**src/rtl/s_axis_load_sched.sv**
```systemverilog
// s_axis_load_sched: round-robin scheduler sharing one AXI-Stream slave among load requesters.
// Optional watchdog enabled by defining S_AXIS_LOAD_SCHED_TIMEOUT_EN.
module s_axis_load_sched #(
  parameter int C_REQ_NUM  = 3,
  parameter int C_PAD_WDT  = 8,
  parameter int C_VCNT_WDT = 16,
  parameter int C_TOUT_WDT = 20
) (
  input  logic                            clk,
  input  logic                            rst,
  input  logic [C_REQ_NUM-1:0]            req_valid,
  input  logic [C_REQ_NUM*C_PAD_WDT-1:0]  req_padding,
  input  logic [C_REQ_NUM*C_VCNT_WDT-1:0] req_vect_cnt,
  output logic [C_REQ_NUM-1:0]            req_ready,
  output logic [C_REQ_NUM-1:0]            req_done,
  output logic [C_REQ_NUM-1:0]            req_err,
  output logic                            sx_start,
  output logic                            sx_en,
  output logic [C_PAD_WDT-1:0]            sx_padding,
  input  logic                            sx_done,
  input  logic                            sx_vect_val,
  input  logic                            sx_vect_last,
  output logic [$clog2(C_REQ_NUM)-1:0]    grant_id,
  output logic                            busy
);
  localparam int GW = $clog2(C_REQ_NUM);
  typedef enum logic [2:0] {IDLE, GRANT, START, RUN, REPORT} state_t;
  state_t state, nxt;
  logic [GW-1:0] last_grant, win;
  logic hit, last_cur, early, tout, wd_fire;
  logic [C_VCNT_WDT-1:0] cnt, vcnt;
  logic [C_REQ_NUM-1:0] one_hot;
  assign one_hot = C_REQ_NUM'(1) << grant_id;
  // Walk offsets downward so the nearest requester after last_grant wins
  always_comb begin
    win = last_grant;
    hit = 1'b0;
    for (int i = C_REQ_NUM; i >= 1; i--)
      if (req_valid[(int'(last_grant) + i) % C_REQ_NUM]) begin
        win = GW'((int'(last_grant) + i) % C_REQ_NUM);
        hit = 1'b1;
      end
  end
`ifdef S_AXIS_LOAD_SCHED_TIMEOUT_EN
  logic [C_TOUT_WDT-1:0] wd;
  assign wd_fire = state == RUN && !sx_vect_val && &wd;
  always_ff @(posedge clk or posedge rst)
    if (rst) begin
      wd   <= '0;
      tout <= 1'b0;
    end else if (state == START) begin
      wd   <= '0;
      tout <= 1'b0;
    end else if (state == RUN) begin
      wd   <= sx_vect_val ? '0 : wd + 1'b1;
      tout <= tout | (wd_fire && !sx_done);
    end
`else
  assign wd_fire = 1'b0;
  assign tout    = 1'b0;
`endif
  always_ff @(posedge clk or posedge rst)
    if (rst) state <= IDLE;
    else     state <= nxt;
  always_comb begin
    nxt = IDLE;
    case (state)
      IDLE:   nxt = |req_valid ? GRANT : IDLE;
      GRANT:  nxt = hit ? START : IDLE;
      START:  nxt = RUN;
      RUN:    nxt = (sx_done || wd_fire) ? REPORT : RUN;
      default: nxt = IDLE;
    endcase
  end
  always_comb begin
    busy     = state != IDLE;
    sx_en    = state == START || state == RUN;
    req_done = state == REPORT ? one_hot : '0;
    req_err  = (state == REPORT && (tout || cnt != vcnt || !last_cur || early)) ? one_hot : '0;
  end
  always_ff @(posedge clk or posedge rst)
    if (rst) begin
      grant_id   <= GW'(C_REQ_NUM - 1);
      last_grant <= GW'(C_REQ_NUM - 1);
      sx_padding <= '0;
      vcnt       <= '0;
      cnt        <= '0;
      last_cur   <= 1'b0;
      early      <= 1'b0;
      req_ready  <= '0;
      sx_start   <= 1'b0;
    end else begin
      req_ready <= (state == GRANT && hit) ? C_REQ_NUM'(1) << win : '0;
      sx_start  <= state == START;
      if (state == GRANT && hit) begin
        grant_id   <= win;
        sx_padding <= req_padding[win*C_PAD_WDT +: C_PAD_WDT];
        vcnt       <= req_vect_cnt[win*C_VCNT_WDT +: C_VCNT_WDT];
      end
      if (state == START) begin
        cnt      <= '0;
        last_cur <= 1'b0;
        early    <= 1'b0;
      end else if (state == RUN && sx_vect_val) begin
        cnt      <= &cnt ? cnt : cnt + 1'b1;
        last_cur <= sx_vect_last;
        early    <= early | last_cur;
      end
      if (state == REPORT) last_grant <= grant_id;
    end
endmodule

```
**config.mk**
```make
export PLATFORM = sky130hd
export DESIGN_NAME = s_axis_load_sched
export DESIGN_NICKNAME = d
export VERILOG_FILES = /design/src/rtl/s_axis_load_sched.sv
export SDC_FILE = /design/constraint.sdc
export NUM_CORES = 1
export LEC_CHECK = 0
export ABC_AREA = 1
export CAP_MARGIN = 30
export CORE_AREA = 2 2 93 95
export CTS_CLUSTER_DIAMETER = 80
export CTS_CLUSTER_SIZE = 24
export DETAILED_ROUTE_END_ITERATION = 12
export DIE_AREA = 0 0 95 97
export PLACE_DENSITY_LB_ADDON = 0.05
export SETUP_SLACK_MARGIN = 0.5
export SYNTH_ARGS = -nofsm -noshare
export SYNTH_HDL_FRONTEND = slang
export SYNTH_SLANG_ARGS = --single-unit
```
**constraint.sdc**
```tcl
create_clock -name clk -period 1.9 [get_ports clk]
set_input_delay 0.38 -clock clk [delete_from_list [all_inputs] [get_ports clk]]
set_output_delay 0.38 -clock clk [all_outputs]
set_load 0.1 [all_outputs]
```
# --- Yosys cells after proc, flatten, opt, wreduce, memory -nomap -nowiden ---
# Cells that the tools add are included.
word_totals:
  elab_cells: 73
  output_inout_bits: 22
  ff_bits: 53
  in_bits: 80
op_classes:
  eq_ne: 6
  shift: 4
  bitwise: 1
  mux: 29
  n_addsub: 4
  magnitude_cmp: 3
  n_reduce_logical: 13
  n_div: 3
ops:
  columns: ["cell", "count"]
  rows:
  - ["$lt A32 B4 Y1 const B", 3]
  - ["$mod A32 B3 Y32 const B", 3]
  - ["$mux W16", 3]
  - ["$shiftx A48 B7 Y16", 1]
  - ["$shiftx A24 B6 Y8", 1]
  - ["$add A16 B1 Y16 const B", 1]
  - ["$ne A16 B16 Y1", 1]
  - ["$reduce_and A16 Y1", 1]
  - ["$mux W1", 14]
  - ["$mux W3", 4]
  - ["$pmux W3 S4", 1]
  - ["$mux W2", 4]
  - ["$add A2 B2 Y3 const B", 2]
  - ["$bmux W1 S2", 3]
  - ["$eq A3 B2 Y1 const B", 2]
  - ["$shl A1 B2 Y3 const A", 2]
  - ["$add A2 B1 Y3 const B", 1]
  - ["$eq A3 B1 Y1 const B", 1]
  - ["$eq A3 B3 Y1 const B", 1]
  - ["$logic_and A1 B1 Y1", 3]
  - ["$logic_not A3 Y1", 1]
  - ["$logic_or A1 B1 Y1", 3]
  - ["$reduce_bool A3 Y1", 1]
  - ["$reduce_or A3 Y1", 1]
  - ["5 further kinds", 5]

# --- Depth between registers and ports, before layout ---
# Gate-level depths: netlist of run 1.
logic_depth:
  word_depth: 10
  mapped_depth: 16
  ltp_nobuf: 14

# --- Worst setup path after synthesis of run 1 ---
# Ideal clock, no wire load.
synth_path:
  path_kind: "reg-to-output"
  from: "register grant_id[0]"
  to: "output port req_err[0]"
  path_slack_ns: -3.829
  n_path_buf: 0
  stages_incl_launch_ff: 3
  t_arrival_ns: 5.349
  path_cell_list: "dfrtp_1 > nor3_1 > a21boi_0"
synth_via:
  elab_chain_len: 2
synth_rtl:
  columns: ["item", "line_no", "source"]
  rows:
  - ["from (decl)", "23", "output logic [$clog2(C_REQ_NUM)-1:0] grant_id,"]
  - ["from (signal assigned)", "83", "grant_id <= GW'(C_REQ_NUM - 1);"]
  - ["from (signal assigned)", "96", "grant_id <= win;"]
  - ["$shl A1 B2 Y3", "33", "assign one_hot = C_REQ_NUM'(1) << grant_id;"]
  - ["$mux W3", "79", "req_err = (state == REPORT && (tout || cnt != vcnt || !last_cur || early)) ? one_hot : '0;"]
  - ["to (decl)", "16", "output logic [C_REQ_NUM-1:0] req_err,"]
# Every way passes these cells.

# --- Worst setup path after layout of run 1 ---
layout_path:
  from: "register cnt[1]"
  to: "output port req_err[1]"
layout_via:
  elab_chain_len: 5
layout_rtl:
  columns: ["item", "line_no", "source"]
  rows:
  - ["from (decl)", "31", "logic [C_VCNT_WDT-1:0] cnt, vcnt;"]
  - ["from (signal assigned)", "105", "cnt <= &cnt ? cnt : cnt + 1'b1;"]
  - ["$ne A16 B16 Y1", "79", null]
  - ["$logic_or A1 B1 Y1 (2 in a row)", "79", null]
  - ["$logic_and A1 B1 Y1", "79", null]
  - ["$mux W3", "79", null]
# Every way passes these cells.

==> results_tabular.tex, run 1 <==
\begin{tabular}{lr}
\hline
Metric & Value \\
\hline
\multicolumn{2}{l}{\textbf{Logic synthesis}} \\
Post-synthesis xor/xnor area fraction & 3.302\% \\
Complex-gate fraction of the synthesized area & between 7 and 8\% \\
Most area-consuming cells after synthesis & sky130\_fd\_sc\_hd\_\_dfrtp\_1 37\%, sky130\_fd\_sc\_hd\_\_nand2\_1 14\%, sky130\_fd\_sc\_hd\_\_nor2\_1 8.6\% \\
Cell Area, Synth & 0.003448 mm2 \\
Synthesis Warnings & 0 \\
Share of synthesized area occupied by flip-flops and latches & 38.53\% \\
Mean area per synthesized cell & a little under 7 um2 \\
Number of synthesized register bits & 53 \\
Post-Synthesis Cells & 499 \\
Synthesized-area fraction occupied by adder cells & 1.814\% \\
Net count of the mapped netlist & between 500 and 600 \\
Post-synthesis cell type count & 28 \\
Share of cell area taken by muxes after synthesis & 0\% \\
Top cell type's share of synthesized area & 37.01\% \\
Post-synthesis simple-gate area fraction & 40.75\% \\
Post-synthesis cell type with the largest combined area & sky130\_fd\_sc\_hd\_\_dfrtp\_1 \\
Main combinational cell family by area after synthesis & simple AND/OR/NAND/NOR gates \\
\multicolumn{2}{l}{\textbf{Placement}} \\
Sum of net half-perimeters after detailed placement & a little over 8000 um \\
Count of buffers from port buffering & 101 \\
Post-place instance area & $\sim$0.0053 mm2 \\
Setup slack at placement & -302.7 ps \\
Placed Instances & 728 \\
Final RePlAce weighted congestion & approximately 0.94 \\
\multicolumn{2}{l}{\textbf{Power}} \\
Switching power share of the total & about 50\% \\
Share of power burned in registers & 15.1\% \\
Power spent charging and discharging nets & 6.847 mW \\
Logic gate share of total power & 80.0\% \\
Largest vdd supply drop & 1.318 mV \\
Design internal power & around 6.8 mW \\
PD cells & $\sim$2100 mW/mm2 \\
Total power consumption of the routed design & 13.66 mW \\
Leakage & just under 3 nW \\
Clk network pwr share & 4.8\% \\
\multicolumn{2}{l}{\textbf{Global routing}} \\
Most used routing layer & met2 \\
M3 GR Usage & $\sim$4.8\% \\
Via count of the first global-routing pass & approximately 4300 \\
Global-route wire length before repair & just over 20000 um \\
Total congestion overflow after global routing & 0 \\
Maximum number of pins on one net before global-route repair & 54 \\
M2 GR Usage & around half \\
GRT Total Usage & 27.38\% \\
GR Layer Usage met1 & 33.14\% \\
Number of antenna violations at the first check in global routing & 0 \\
\multicolumn{2}{l}{\textbf{Routing}} \\
Routed wire length & between 10000 and 15000 um \\
Vias per Instance & 5.319 \\
Initial DRC Count & 167 \\
Post-DRT Antenna Nets & 0 \\
Number of search-and-repair iterations in the first detailed-routing pass & 4 \\
Remaining routing DRC violations & 0 \\
Average wire per cell in the routed design & roughly 16 um \\
Via count & approximately 4200 \\
\multicolumn{2}{l}{\textbf{Floorplan}} \\
Initial Utilization & approximately 42\% \\
\# IOs & 102 \\
Chip Width & roughly 95 um \\
Area inside the core boundary & 0.008134 mm2 \\
Die outline height & 97 um \\
Die Footprint & 0.009215 mm2 \\
Core Rows & 33 \\
\multicolumn{2}{l}{\textbf{Critical path}} \\
Maximum fanout count along the critical path & 3 \\
Critical path type & reg -> out \\
Length in cells of the worst reg-to-reg path & 14 \\
Endpoint type of the worst setup path & primary output \\
Slowest-stage cell, CP & sky130\_fd\_sc\_hd\_\_dfrtp\_1 \\
Peak per-stage delay on the critical path & 380 ps \\
Cell chain of the critical path & inv\_2 > nand2\_1 > o21ai\_1 > a211oi\_1 > nand4\_1 > nor2\_1 > buf\_4 > a21boi\_4 > buf\_12 \\
Data required time of the worst path & 1520 ps \\
Kind of start point of the critical path & flip-flop \\
Arrival time of data at the critical path endpoint & 1800 ps \\
\multicolumn{2}{l}{\textbf{CTS}} \\
H-tree depth & 2 \\
Total of hold buffers inserted after clock tree synthesis & 0 \\
Root buffer cell & sky130\_fd\_sc\_hd\_\_clkbuf\_8 \\
Number of buffers inserted during clock tree synthesis & 5 \\
Clock edge transition at the registers on the reported setup and hold paths & 110 ps \\
\# clock sinks & 53 \\
Clock tree from TritonCTS & done \\
Max Buffers Root-to-Sink & 2 \\
Clock Latency Late Sink & 310 ps \\
\multicolumn{2}{l}{\textbf{STA}} \\
Worst slew margin & 72.41\% \\
Number of failing setup endpoints in the final timing report & 32 \\
Max-slew violation count & 0 \\
Timing-limited maximum frequency & 459.4 MHz \\
Final hold slack & between 400 and 500 ps \\
Total negative setup slack & -6264 ps \\
RSZ-0062 raised after global routing & yes \\
Shortest clock period the worst path allows after layout & 2177 ps \\
Period Utilization, post-route & 114.6\% \\
Tightest Pin Transition & 410.1 ps \\
Worst Slack Setup Final & -277.0 ps \\
Final Hold Violating Endpoints & 0 \\
Layout Skew & roughly 7.5 ps \\
\multicolumn{2}{l}{\textbf{Run}} \\
Max-Cap Viols & 0 \\
\multicolumn{2}{l}{\textbf{Finish}} \\
Final instance area & 0.006568 mm2 \\
Layout Utilization & between 80\% and 90\% \\
Area growth, synth to finish & 90.46\% \\
Leading cell types in the layout, fill and taps excluded & 91 x sky130\_fd\_sc\_hd\_\_nand2\_1, 79 x sky130\_fd\_sc\_hd\_\_clkdlybuf4s50\_1, 57 x sky130\_fd\_sc\_hd\_\_nor2\_1 \\
Ant. Diodes & 0 \\
\# nets final & 766 \\
Final instance count without filler cells & about 800 \\
Most common library cell in the layout ignoring fill and taps & sky130\_fd\_sc\_hd\_\_nand2\_1 \\
Share of layout cells above drive strength 1 & 39.88\% \\
\multicolumn{2}{l}{\textbf{Outcome}} \\
Outcome & finished, violations left \\
Violated checks & setup timing \\
\multicolumn{2}{l}{\textbf{Min path}} \\
Type of the worst min-delay path & in -> async \\
\hline
\end{tabular}
==> area by class of cell <==
cell class	count	area (um2)
clock buffers	6	72.57
clock inverters	2	15.01
fillers	500	1567
inverters	46	221.5
multi-input cells	377	2506
flip-flops and latches	53	1334
well taps	105	131.4
repair buffers	198	2287
==> layer usage <==
| metal | part of all wire [%] | vias up |
|---|---|---|
| met1 | 40 | 2020 |
| li1 | - | 2029 |
| met5 | 0 | - |
| met4 | 1.7 | 0 |
| met3 | 4.6 | 19 |
| met2 | 53 | 118 |
==> timing repair <==
action / 4_1_cts / 5_1_grt
gates cloned: 10 / 0
buffers inserted: 27 / 14
gates resized for setup: 112 / 72
pin swaps: 68 / 43
endpoints found under the setup margin: 55 / 60
endpoints found under the hold margin: 0 / 0
==> logic make-up (layout without fill, tap and decap cells) <==
family | after synthesis | count (layout)
buffers and inverters | 69 | 252
xor gates and xnor gates | 13 | 13
AOI/OAI and AO/OA | 42 | 42
adders and majority gates | 5 | 5
and+or+nand+nor | 317 | 317
DFF | 53 | 53
==> worst paths after layout <==
check / start / endpoint / slack, ps
worst max-delay path: cnt[1] / req_err[1] / -280
worst min-delay path: rst / req_ready[1] / 470
worst max register to register: last_grant[1] / sx_padding[1] / -250
worst min register to register: sx_padding[6] / sx_padding[6] / 530
max in group asynchronous: rst / last_grant[1] / 1130
min in group clk: sx_padding[6] / sx_padding[6] / 530
==> power by group through the flow <==
stage | Combinational [mW] | Sequential (mW) | Clock, mW
final | 10.9 | 2.06 | 0.662
after global routing | 11.5 | 2.11 | 0.712
after CTS | 9.86 | 2.04 | 0.661
after detailed placement | 7.23 | 2.04 | 0
after global placement | 7.12 | 2.01 | 0
after floorplan | 4.19 | 2.96 | 0
==> state kept, by name, indices dropped and copies added, names as in the netlist <==
signal	cells
cnt	16
vcnt	16
sx_padding	8
req_ready	3
state	3
grant_id	2
last_grant	2
early	1
last_cur	1
sx_start	1
==> cells in the mapped netlist, drive strengths merged <==
library cell,n
o31ai,4
nand4,42
dfstp,2
o22ai,2
inv,46
buf,15
nor4,4
ha,5
nand3,50
clkbuf,8
a21oi,5
o21ai,22
nor3,11
a21boi,8
nand2,129
nor2,80
xnor2,6
nand3b,1
xor2,7
a211oi,1
dfrtp,51
==> worst max-delay path: cells and delay by family, from the launching register on <==
family,cells,cell delay [ps]
and+or+nand+nor,3,330
AOI/OAI and AO/OA,3,360
DFF,1,380
buffers and inverters,3,400
Note: power is estimated with default switching activity, not from simulation.
==> inputs of run 2 (changes only) <==
CORE_AREA = 2 2 88 90   (was 2 2 93 95)
DIE_AREA = 0 0 90 92   (was 0 0 95 97)
clock period = 2.2 ns   (was 1.9 ns; I/O delays follow)
==> results_tabular.tex, run 2 (synthesized netlist as in run 1, its figures left out) <==
\begin{tabular}{lr}
\hline
Metric & Value \\
\hline
\multicolumn{2}{l}{\textbf{Outcome}} \\
Outcome & finished, violations left \\
Violated checks & setup timing \\
\multicolumn{2}{l}{\textbf{Min path}} \\
Type of the worst min-delay path & reg -> reg \\
Worst Min Path Start & early \\
Worst-case hold path end point & early \\
Worst hold path stage count & 2 \\
\multicolumn{2}{l}{\textbf{STA}} \\
Shortest clock period the worst path allows after layout & 2343 ps \\
Max-slew violation count & 0 \\
RSZ-0062 raised after global routing & yes \\
Worst slew margin & 71.70\% \\
Worst Slack Setup Final & -142.7 ps \\
Layout Skew & 11.42 ps \\
Number of failing setup endpoints in the final timing report & 16 \\
Tightest Pin Transition & 420.0 ps \\
Final hold slack & 533.3 ps \\
Timing-limited maximum frequency & 426.9 MHz \\
Period Utilization, post-route & 106.5\% \\
Final Hold Violating Endpoints & 0 \\
\multicolumn{2}{l}{\textbf{CTS}} \\
Clock edge transition at the registers on the reported setup and hold paths & 110 ps \\
Clock tree from TritonCTS & done \\
Max Buffers Root-to-Sink & 2 \\
H-tree depth & 2 \\
Clock Latency Late Sink & 330 ps \\
Number of buffers inserted during clock tree synthesis & 5 \\
\# clock sinks & 53 \\
Total of hold buffers inserted after clock tree synthesis & 0 \\
Root buffer cell & sky130\_fd\_sc\_hd\_\_clkbuf\_8 \\
\multicolumn{2}{l}{\textbf{Finish}} \\
Share of layout cells above drive strength 1 & 42.75\% \\
\# nets final & 767 \\
Final instance area & 0.006650 mm2 \\
Most common library cell in the layout ignoring fill and taps & sky130\_fd\_sc\_hd\_\_nand2\_1 \\
Layout Utilization & 89.30\% \\
Biggest regs & cnt (16), vcnt (16), sx\_padding (8) \\
Area growth, synth to finish & 92.85\% \\
Leading cell types in the layout, fill and taps excluded & 81 x sky130\_fd\_sc\_hd\_\_nand2\_1, 79 x sky130\_fd\_sc\_hd\_\_clkdlybuf4s50\_1, 57 x sky130\_fd\_sc\_hd\_\_buf\_4 \\
Ant. Diodes & 0 \\
\multicolumn{2}{l}{\textbf{Routing}} \\
Post-DRT Antenna Nets & 0 \\
Remaining routing DRC violations & 0 \\
Routed wire length & about 16000 um \\
Number of search-and-repair iterations in the first detailed-routing pass & 5 \\
Vias per Instance & 5.969 \\
Initial DRC Count & 452 \\
Average wire per cell in the routed design & a little over 20 um \\
Via count & 4686 \\
\multicolumn{2}{l}{\textbf{Power}} \\
PD cells & 1900 mW/mm2 \\
Leakage & 2.940 nW \\
Largest vdd supply drop & roughly 1.6 mV \\
\multicolumn{2}{l}{\textbf{Critical path}} \\
Setup slack of the most critical reg-to-reg path & -110 ps \\
Length in cells of the worst reg-to-reg path & 13 \\
Data required time of the worst path & 1760 ps \\
Worst reg2reg path endpoint & vcnt[12] \\
Arrival time of data at the critical path endpoint & 1900 ps \\
Maximum fanout count along the critical path & 3 \\
Kind of start point of the critical path & flip-flop \\
Critical path type & reg -> out \\
Reg2reg start & last\_grant[1] \\
Endpoint type of the worst setup path & primary output \\
\multicolumn{2}{l}{\textbf{Placement}} \\
Sum of net half-perimeters after detailed placement & between 7000 and 8000 um \\
Count of buffers from port buffering & 101 \\
Post-place instance area & a little over 0.005 mm2 \\
Final RePlAce weighted congestion & approximately 0.9 \\
Setup slack at placement & -105.7 ps \\
\multicolumn{2}{l}{\textbf{Floorplan}} \\
Die Footprint & between 0.008 and 0.009 mm2 \\
\# IOs & 102 \\
Core Rows & 32 \\
Die outline height & 92 um \\
Initial Utilization & between 40\% and 50\% \\
Chip Width & approximately 90 um \\
Area inside the core boundary & roughly 0.0074 mm2 \\
\multicolumn{2}{l}{\textbf{Global routing}} \\
Total congestion overflow after global routing & 0 \\
Maximum number of pins on one net before global-route repair & 54 \\
Global-route wire length before repair & 19850 um \\
Number of antenna violations at the first check in global routing & 0 \\
GRT Total Usage & 28.98\% \\
Via count of the first global-routing pass & 4296 \\
\multicolumn{2}{l}{\textbf{Run}} \\
Max-Cap Viols & 0 \\
\hline
\end{tabular}
## run 2: cell count changes in the layout (fill, tap and decap cells not counted), sizes merged
cell / previous run / this run
clkinv: 1 / 4
buf: 119 / 116
clkinvlp: 3 / 4
clkbuf: 6 / 8
inv: 44 / 42
## run 2: what timing repair did
item	4_1_cts	5_1_grt
gates resized for setup	73	143
setup buffers	34	21
endpoints found under the setup margin	47	54
pin swaps	42	65
endpoints found under the hold margin	0	0
cloned	8	4
## run 2: stage by stage
step                setup TNS [ps]  power (mW)  instances
floorplan                    -1262       6.163        499
CTS                              0       10.42        760
detailed placement           -1675       7.748        710
finish                      -865.2       12.64        785
global route                 -2612       13.17        785
global placement            -120.5       7.623        710
## run 2: metal layers
| layer | up-vias | share of wire (%) | track usage [%] |
|---|---|---|---|
| li1 | 2026 | - | - |
| met1 | 2261 | 36 | 35.68 |
| met2 | 323 | 51 | 51.82 |
| met3 | 76 | 8.0 | 4.601 |
| met4 | 0 | 4.3 | 9.744 |
| met5 | - | 0 | 0 |
## run 2: area by class of cell
type	count	area [um2]
clock inverter	3	25.02
clock buffer	5	68.82
timing repair inverter	1	8.758
tap	102	127.6
sequential	53	1340
timing repair buffer	198	2251
multi-input combinational	377	2597
fill	320	797.0
inverter	46	231.5
## run 2: how the worst max path moves through the flow
| stage | from | endpoint | slack [ps] | cells after the start |
|---|---|---|---|---|
| 2_1_floorplan | grant_id[0] | req_err[0] | -440 | 2 |
| 3_3_place_gp | req_valid[1] | vcnt[8] | -20 | 13 |
| 3_5_place_dp | req_valid[1] | vcnt[5] | -110 | 13 |
| 4_1_cts | cnt[9] | req_err[1] | 60 | 8 |
| 5_1_grt | cnt[10] | req_err[1] | -170 | 6 |
| 6_report | cnt[5] | req_err[1] | -140 | 8 |
## run 2: report_power, final
| group | switching [mW] | leakage, nW | internal [mW] | total (mW) |
|---|---|---|---|---|
| combinational | 5.70 | 2.24 | 4.50 | 10.2 |
| sequential | 0.424 | 0.653 | 1.40 | 1.82 |
| clock | 0.378 | 0.0447 | 0.231 | 0.610 |
## run 2: critical path, stage by stage, from the launching register on
cell and delay (ps):
sky130_fd_sc_hd__dfrtp_1 450, sky130_fd_sc_hd__inv_2 100, sky130_fd_sc_hd__nor2_1 50, sky130_fd_sc_hd__a211oi_1 240, sky130_fd_sc_hd__nand4_1 160, sky130_fd_sc_hd__nor2_1 140
sky130_fd_sc_hd__buf_4 180, sky130_fd_sc_hd__a21boi_4 80, sky130_fd_sc_hd__buf_12 170
==> inputs of run 3 (changes only) <==
CORE_AREA = 2 2 75 106   (was 2 2 88 90)
DIE_AREA = 0 0 77 108   (was 0 0 90 92)
==> results_tabular.tex, run 3 (synthesized netlist as in run 1, its figures left out) <==
\begin{tabular}{lr}
\hline
Metric & Value \\
\hline
\multicolumn{2}{l}{\textbf{Placement}} \\
Setup slack at placement & -83.27 ps \\
Final RePlAce weighted congestion & 0.8634 \\
Sum of net half-perimeters after detailed placement & 8104 um \\
Count of buffers from port buffering & between 100 and 150 \\
Post-place instance area & 0.005036 mm2 \\
\multicolumn{2}{l}{\textbf{STA}} \\
Layout Skew & 7.703 ps \\
RSZ-0062 raised after global routing & yes \\
Number of failing setup endpoints in the final timing report & 12 \\
Final Hold Violating Endpoints & 0 \\
Shortest clock period the worst path allows after layout & 2263 ps \\
Worst Slack Setup Final & -62.99 ps \\
Final hold slack & around 450 ps \\
Timing-limited maximum frequency & 441.9 MHz \\
Worst slew margin & 75.13\% \\
Tightest Pin Transition & around 370 ps \\
Period Utilization, post-route & 102.9\% \\
Max-slew violation count & 0 \\
\multicolumn{2}{l}{\textbf{CTS}} \\
Clock edge transition at the registers on the reported setup and hold paths & around 100 ps \\
\# clock sinks & between 50 and 60 \\
Total of hold buffers inserted after clock tree synthesis & 0 \\
Clock tree from TritonCTS & done \\
Max Buffers Root-to-Sink & 2 \\
Root buffer cell & sky130\_fd\_sc\_hd\_\_clkbuf\_8 \\
H-tree depth & 2 \\
Number of buffers inserted during clock tree synthesis & 5 \\
Clock Latency Late Sink & between 300 and 400 ps \\
\multicolumn{2}{l}{\textbf{Floorplan}} \\
Die Footprint & slightly above 0.008 mm2 \\
\# IOs & 102 \\
Initial Utilization & 47.14\% \\
Die outline height & 108 um \\
Area inside the core boundary & 0.007315 mm2 \\
Chip Width & 77 um \\
Core Rows & 37 \\
\multicolumn{2}{l}{\textbf{Finish}} \\
Ant. Diodes & 0 \\
Most common library cell in the layout ignoring fill and taps & sky130\_fd\_sc\_hd\_\_nand2\_1 \\
Filler Cells Inserted & 412 \\
Final instance area & 0.006213 mm2 \\
Share of layout cells above drive strength 1 & a little under two fifths \\
Leading cell types in the layout, fill and taps excluded & 97 x sky130\_fd\_sc\_hd\_\_nand2\_1, 78 x sky130\_fd\_sc\_hd\_\_clkdlybuf4s50\_1, 61 x sky130\_fd\_sc\_hd\_\_nor2\_1 \\
Area growth, synth to finish & 80.19\% \\
\# nets final & 743 \\
Biggest regs & cnt (16), vcnt (16), sx\_padding (8) \\
\multicolumn{2}{l}{\textbf{Critical path}} \\
Endpoint type of the worst setup path & primary output \\
Setup slack of the most critical reg-to-reg path & -60 ps \\
Length in cells of the worst reg-to-reg path & 14 \\
Critical path type & reg -> out \\
Reg2reg start & last\_grant[1] \\
Critical path's top delay family & buffers and inverters \\
Buffering stage count on the worst path with inverters included & 3 \\
Slowest-stage cell, CP & sky130\_fd\_sc\_hd\_\_dfrtp\_1 \\
Kind of start point of the critical path & flip-flop \\
Arrival time of data at the critical path endpoint & between 1500 and 2000 ps \\
Peak per-stage delay on the critical path & 440 ps \\
Worst reg2reg path endpoint & vcnt[0] \\
Data required time of the worst path & 1760 ps \\
Maximum fanout count along the critical path & 4 \\
Cell chain of the critical path & inv\_2 > o22ai\_2 > a21oi\_1 > nand4\_1 > nor2\_1 > buf\_4 > a21boi\_4 > buf\_12 \\
\multicolumn{2}{l}{\textbf{Power}} \\
Leakage & 2.726 nW \\
PD cells & 1824 mW/mm2 \\
Total power consumption of the routed design & about 11 mW \\
Largest vdd supply drop & 1.631 mV \\
\multicolumn{2}{l}{\textbf{Routing}} \\
Initial DRC Count & about 310 \\
Post-DRT Antenna Nets & 0 \\
Remaining routing DRC violations & 0 \\
Routed wire length & 14630 um \\
Vias per Instance & around 5.7 \\
Via count & 4338 \\
Number of search-and-repair iterations in the first detailed-routing pass & 7 \\
Average wire per cell in the routed design & 19.35 um \\
\multicolumn{2}{l}{\textbf{Global routing}} \\
Via count of the first global-routing pass & 4191 \\
Total congestion overflow after global routing & 0 \\
M2 GR Usage & a little under three fifths \\
GR Layer Usage met1 & 29.76\% \\
Most used routing layer & met2 \\
Global-route wire length before repair & 19150 um \\
M3 GR Usage & 4.591\% \\
Maximum number of pins on one net before global-route repair & 40 \\
Number of antenna violations at the first check in global routing & 0 \\
GRT Total Usage & between 20 and 30\% \\
\multicolumn{2}{l}{\textbf{Run}} \\
Max-Cap Viols & 0 \\
\multicolumn{2}{l}{\textbf{Outcome}} \\
Outcome & finished, violations left \\
Violated checks & setup timing \\
\multicolumn{2}{l}{\textbf{Min path}} \\
Type of the worst min-delay path & in -> async \\
\hline
\end{tabular}
-- run 3: cell count changes in the layout (fill, tap and decap cells not counted), sizes merged --
cell / previous run / this run
clkinv: 4 / 0
clkdlybuf4s50: 79 / 78
buf: 116 / 92
nand2: 129 / 130
inv: 42 / 44
clkbuf: 8 / 9
dlymetal6s2s: 0 / 1
-- run 3: how the worst max path moves through the flow --
stage | from | end | slack, ps | cells past startpoint
2_1_floorplan | grant_id[0] | req_err[0] | -440 | 2
3_3_place_gp | req_valid[1] | vcnt[7] | -60 | 13
3_5_place_dp | req_valid[1] | sx_padding[1] | -80 | 13
4_1_cts | cnt[1] | req_err[0] | -40 | 9
5_1_grt | last_grant[1] | vcnt[13] | -130 | 11
6_report | cnt[0] | req_err[1] | -60 | 8
-- run 3: cell type report --
class / count / area, um2 / share of cell area (%)
clock buffer: 6 / 72.57 / 1.168
clock inverter: 2 / 15.01 / 0.2416
inverter: 46 / 225.2 / 3.625
multi-input combinational: 378 / 2507 / 40.35
sequential: 53 / 1340 / 21.57
tap: 97 / 121.4 / 1.953
timing repair buffer: 174 / 1932 / 31.09
-- run 3: what timing repair did --
| item | CTS | global route |
|---|---|---|
| setup buffers | 20 | 19 |
| pin swaps | 41 | 35 |
| resized for setup | 97 | 76 |
| setup endpoints to repair | 49 | 55 |
| gates cloned | 5 | 3 |
-- run 3: per-stage QoR --
step / setup TNS [ps] / cells / util (%)
5_1_grt: -1945 / 756 / 84.95
6_report: -304.8 / 756 / 84.95
2_1_floorplan: -1262 / 499 / -
3_5_place_dp: -1349 / 701 / 68.85
4_1_cts: -123.5 / 734 / 78.17
3_3_place_gp: -251.4 / 701 / 68.85
-- run 3: power by group --
group	switching, mW	leakage, nW	internal (mW)
clock network	0.353	0.0374	0.226
registers	0.391	0.653	1.40
logic	5.25	2.04	3.72
-- run 3: metal layers --
metal	up-vias	wire, um
li1	1971	-
met2	226	8183
met4	0	704
met3	56	822
met1	2085	4916
met5	-	0
